$ cat src/rtl/cook_pkg.sv
// Shared types and constants for the microwave cook scheduler.
package cook_pkg;

  typedef enum logic [1:0] {
    StIdle = 2'd0,
    StRun  = 2'd1,
    StHold = 2'd2,
    StDone = 2'd3
  } cook_state_e;

  localparam logic [6:0] MaxMin = 7'd99;
  localparam logic [6:0] MaxSec = 7'd59;

  localparam logic [1:0] PowerLow  = 2'd0;
  localparam logic [1:0] PowerMed  = 2'd1;
  localparam logic [1:0] PowerHigh = 2'd2;
  localparam logic [1:0] PowerFull = 2'd3;

  // Magnetron on-seconds per duty window: (power + 1) quarters of the window.
  function automatic int unsigned on_seconds(logic [1:0] power, int unsigned window);
    int unsigned secs;
    secs = window;
    unique case (power)
      PowerLow:  secs = window / 4;
      PowerMed:  secs = window / 2;
      PowerHigh: secs = (3 * window) / 4;
      PowerFull: secs = window;
      default:   secs = window;
    endcase
    return secs;
  endfunction

endpackage

$ cat src/rtl/tick_gen.sv
// One-second prescaler: counts enabled cycles and pulses tick on the terminal count.
module tick_gen #(
  parameter int unsigned ClkHz = 100_000_000
) (
  input  logic clk_i,
  input  logic rst_ni,
  input  logic en_i,
  input  logic clr_i,
  output logic tick_o
);

  localparam int unsigned CntW = (ClkHz > 1) ? $clog2(ClkHz) : 1;
  localparam logic [CntW-1:0] Terminal = CntW'(ClkHz - 1);

  logic [CntW-1:0] cnt_q, cnt_d;

  assign tick_o = en_i && (cnt_q == Terminal);

  always_comb begin
    cnt_d = cnt_q;
    if (clr_i) begin
      cnt_d = '0;
    end else if (en_i) begin
      cnt_d = tick_o ? '0 : cnt_q + CntW'(1);
    end
  end

  always_ff @(posedge clk_i) begin
    if (!rst_ni) begin
      cnt_q <= '0;
    end else begin
      cnt_q <= cnt_d;
    end
  end

endmodule

$ cat src/rtl/cook_scheduler.sv
// Countdown timer and power-duty gate for the magnetron; all outputs are registered.
module cook_scheduler
  import cook_pkg::*;
#(
  parameter int unsigned CLK_HZ = 100_000_000,
  parameter int unsigned WINDOW = 8
) (
  input  logic       clock,
  input  logic       reset,
  input  logic       load,
  input  logic [6:0] min_in,
  input  logic [6:0] sec_in,
  input  logic [1:0] power_in,
  input  logic       run,
  input  logic       abort,
  output logic [6:0] min_out,
  output logic [6:0] sec_out,
  output logic       magnetron,
  output logic       busy,
  output logic       done
);

  localparam int unsigned WinW = (WINDOW > 1) ? $clog2(WINDOW) : 1;
  localparam logic [WinW-1:0] WinLast = WinW'(WINDOW - 1);

  cook_state_e     state_q, state_d;
  logic [6:0]      min_q, min_d;
  logic [6:0]      sec_q, sec_d;
  logic [WinW-1:0] win_q, win_d;
  logic [1:0]      power_q, power_d;
  logic            mag_q, mag_d;
  logic            busy_q, busy_d;
  logic            done_q, done_d;

  logic tick_en, tick_clr, tick;

  // Prescaler only advances while actually cooking; abort wins over everything.
  assign tick_en = (state_q == StRun) && run && !abort;

  tick_gen #(
    .ClkHz(CLK_HZ)
  ) u_tick_gen (
    .clk_i (clock),
    .rst_ni(reset),
    .en_i  (tick_en),
    .clr_i (tick_clr),
    .tick_o(tick)
  );

  always_comb begin
    state_d  = state_q;
    min_d    = min_q;
    sec_d    = sec_q;
    win_d    = win_q;
    power_d  = power_q;
    tick_clr = 1'b0;

    if (abort) begin
      state_d  = StIdle;
      min_d    = '0;
      sec_d    = '0;
      win_d    = '0;
      power_d  = '0;
      tick_clr = 1'b1;
    end else if (load && (state_q == StIdle || state_q == StDone)) begin
      min_d   = (min_in > MaxMin) ? MaxMin : min_in;
      sec_d   = (sec_in > MaxSec) ? MaxSec : sec_in;
      power_d = power_in;
      state_d = StIdle;
    end else begin
      unique case (state_q)
        StIdle: begin
          if (run && (min_q != '0 || sec_q != '0)) begin
            state_d  = StRun;
            win_d    = '0;
            tick_clr = 1'b1;
          end
        end
        StRun: begin
          if (!run) begin
            state_d = StHold;
          end else if (tick) begin
            if (sec_q != '0) begin
              sec_d = sec_q - 7'd1;
            end else begin
              sec_d = MaxSec;
              min_d = min_q - 7'd1;
            end
            win_d = (win_q == WinLast) ? '0 : win_q + WinW'(1);
            // 00:00 never occurs in RUN, so 00:01 is the only value that lands on zero.
            if (min_q == '0 && sec_q == 7'd1) begin
              state_d = StDone;
            end
          end
        end
        StHold: begin
          if (run) begin
            state_d = StRun;
          end
        end
        StDone: begin
          state_d = StIdle;
        end
        default: begin
          state_d = StIdle;
        end
      endcase
    end

    mag_d  = (state_d == StRun) && (32'(win_d) < on_seconds(power_d, WINDOW));
    busy_d = (state_d == StRun) || (state_d == StHold);
    done_d = (state_d == StDone);
  end

  always_ff @(posedge clock) begin
    if (!reset) begin
      state_q <= StIdle;
      min_q   <= '0;
      sec_q   <= '0;
      win_q   <= '0;
      power_q <= '0;
      mag_q   <= 1'b0;
      busy_q  <= 1'b0;
      done_q  <= 1'b0;
    end else begin
      state_q <= state_d;
      min_q   <= min_d;
      sec_q   <= sec_d;
      win_q   <= win_d;
      power_q <= power_d;
      mag_q   <= mag_d;
      busy_q  <= busy_d;
      done_q  <= done_d;
    end
  end

  assign min_out   = min_q;
  assign sec_out   = sec_q;
  assign magnetron = mag_q;
  assign busy      = busy_q;
  assign done      = done_q;

endmodule

$ cat config.mk
export PLATFORM = sky130hd
export DESIGN_NAME = cook_scheduler
export DESIGN_NICKNAME = d
export VERILOG_FILES = /design/src/rtl/cook_pkg.sv /design/src/rtl/tick_gen.sv /design/src/rtl/cook_scheduler.sv
export SDC_FILE = /design/constraint.sdc
export NUM_CORES = 1
export LEC_CHECK = 0
export ABC_AREA = 1
export CORE_UTILIZATION = 50
export CTS_CLUSTER_DIAMETER = 120
export DETAILED_ROUTE_END_ITERATION = 10
export GPL_ROUTABILITY_DRIVEN = 0
export GPL_TIMING_DRIVEN = 1
export PLACE_DENSITY = 0.76
export SYNTH_ARGS = -nofsm -noshare
export SYNTH_HDL_FRONTEND = slang
export SYNTH_SLANG_ARGS = --single-unit
$ cat constraint.sdc
create_clock -name clock -period 2.3 [get_ports clock]
set_clock_uncertainty 0.1 [all_clocks]
set_input_delay 0.345 -clock clock [delete_from_list [all_inputs] [get_ports clock]]
set_output_delay 0.345 -clock clock [all_outputs]
set_load 0.02 [all_outputs]
==> metrics.yaml <==
rr_worst_depth: 15
busiest_layer: "met2"
grt_use_met3_pct: 4.828
nNetsFinal: 537
grt_pass1_vias: 2754
rsz0062_at_grt: "true"
worst-path-max-fanout: 4
yosysSeqAreaShare_pct: 34.17
crit_start: "state_q[0]"
async_flop_share_pct: 0
synth_cell_type_count: 38
hold_violations: 0
setup-tns-final_ns: 0
r2r-start: "state_q[0]"
layout-drive-gt1-share_pct: 15.11
grt_usage_pct: 24.03
cp-start-kind: "register"
diodes: 0
period_needed_ns: 2.205
dieArea_mm2: 0.006288
pwr_density_cell_mw_per_mm2: 534.7
wl_per_cell_um: 12.18
clock_latency_ns: 0.31
first_iter_violations: 162
cts_tree: "yes"
die_h_um: 79.30
r2r_end: "magnetron"
period_share_pct: 95.87
cp.required_ns: 2.45
hpwlAfterDp_um: 5310
syn_to_final_growth_pct: 27.47
crit_arrival_ns: 2.35
ys_warn_count: 0
synth_top_cell_area_share_pct: 34.17
ant_nets: 0
cts_made_buffers: 5
drc: 0
synth-seq-cells: 51
ctsHoldBuffers: 0
ir_worst_vdd_mv: 0.3362
crit_path_end: "magnetron"
cts-root-buf: "clkbuf_8"
fmax_mhz: 453.5
status: "complete, no violations"
synth_area_leaders: "dfxtp_1, nand2_1, nor2_1"
port_buffers: 37
worstMarginPinSlew_ns: 0.4056
synthTopCellsByCount: "nand2_1, nor2_1, dfxtp_1, inv_1, nand3_1"
io_pins: 38
syn_inst: 434
synth_top_area_cell: "dfxtp_1"
crit_path_end_kind: "register"
clkTransAtPathRegs_ns: 0.09
r2r_setup_slack_ns: 0.09
dp_cells: 564
grt_max_degree: 18
grt_pass1_wl_um: 12010
synth-main-ff-cell: "dfxtp_1"
synth.most_common_cell: "nand2_1"
vias: 2986
maxCapViolCount: 0
core_mm2: 0.005642
max_slew_margin_pct: 72.78
gr-total-overflow: 0
syn_area_mm2: 0.002988
die_w_um: 79.30
setup_viol: 0
total_power_mw: 2.036
cts_buffer_depth: 2
grtUsageMet1_pct: 29.99
rows: 27
slew_viol_final: 0
drt_pass1_iterations: 4
p_leak_nw: 1.546
grt_antenna_before_repair: 0
start_util_pct: 52.96
crit_type: "reg2reg"
synth-edff-count: 0
avgViaCountPerCell: 5.193
syn_area_per_cell_um2: 6.884
cts_sinks: 51
wirelength_um: 7004
grtUsageMet2_pct: 40.69
min_path_type: "reg2reg"
syn_nets: 469
cts-htree-levels: 2
final_cells: 575
[report_power, final]
| part | internal [mW] | switching [mW] | total [mW] | leakage [nW] |
|---|---|---|---|---|
| Combinational | 0.173 | 0.215 | 0.387 | 1.07 |
| Sequential | 0.902 | 0.0159 | 0.918 | 0.414 |
| Clock | 0.435 | 0.296 | 0.731 | 0.0654 |
| Total | 1.51 | 0.527 | 2.04 | 1.55 |
[worst max-delay path, stage by stage (launching register included)]
cell     delay (ns)
dfxtp_2        0.34
inv_1          0.07
ha_1           0.33
nor2_4         0.15
buf_4          0.13
buf_4          0.10
a21oi_1        0.03
nand2_1        0.11
nand2_1        0.09
a21oi_1        0.19
ha_1           0.25
inv_1          0.05
nor2_1         0.04
nand2_1        0.06
nand2_1        0.04
nor2_1         0.07
[flip-flops by register name, summed over array words and instances (netlist names)]
signal and cells:
done 1, busy 1, u_tick_gen.cnt_q 27, sec_out 7, power_q 2, magnetron 1
min_out 7, state_q 2, win_q 3
[per-stage QoR]
step | util (%) | hold slack [ns] | cell area (um^2) | worst slack (ns)
floorplan | - | 0.3385 | 2992 | 0.007941
global placement | 64.40 | 0.3536 | 3633 | -0.04038
detailed placement | 64.40 | 0.3654 | 3633 | -0.09759
CTS | 66.84 | 0.3789 | 3771 | 0.02166
global route | 67.51 | 0.4021 | 3809 | -0.03165
finish | 67.51 | 0.3811 | 3809 | 0.09493
[what timing repair did]
item / 4_1_cts / 5_1_grt
gates resized for setup: 1 / 7
pin swaps: 0 / 3
endpoints found under the setup margin: 1 / 17
buffers inserted: 0 / 3
[cells by family (layout without fill, tap and decap cells)]
kind of cell / after synthesis / count (layout) / synth area share [%]
compound gates: 61 / 61 / 12.02
xor+xnor: 16 / 16 / 4.690
fa+ha+maj: 14 / 14 / 5.863
buf+inv: 62 / 131 / 8.250
flops: 51 / 51 / 34.17
simple gates: 230 / 230 / 35.01
[worst min path at each step]
stage | cells after the start | slack [ns] | from | to
finish | 2 | 0.38 | u_tick_gen.cnt_q[7] | u_tick_gen.cnt_q[7]
global route | 2 | 0.40 | u_tick_gen.cnt_q[7] | u_tick_gen.cnt_q[7]
CTS | 2 | 0.38 | win_q[0] | win_q[0]
detailed placement | 2 | 0.37 | win_q[0] | win_q[0]
global placement | 2 | 0.35 | win_q[0] | win_q[0]
floorplan | 2 | 0.34 | reset | done
[per-layer routing]
layer,vias up,routed length (um)
li1,1552,-
met3,11,275
met5,-,0
met4,0,121
met2,59,3347
met1,1364,3260
[layout make-up]
type / instances / area (um^2)
Clock buffer: 6 / 72.57
Clock inverter: 2 / 60.06
Fill cell: 484 / 1833
Inverter: 55 / 206.4
Multi-Input combinational cell: 321 / 1740
Sequential cell: 51 / 1023
Tap cell: 72 / 90.09
Timing Repair Buffer: 68 / 615.6
[layout by cell type (no fill, tap or decap), drive strengths merged, types with 3 or more instances in the layout]
cell,n
clkbuf,6
nand4,9
xor2,8
nand3,29
nor2,78
nor3,17
ha,14
o22ai,3
xnor2,8
or2,3
a21oi,21
inv,55
dfxtp,51
o21ai,21
buf,31
a211oi,7
clkdlybuf4s50,37
nand2,90
No activity file was read; power rests on OpenSTA's default activity.
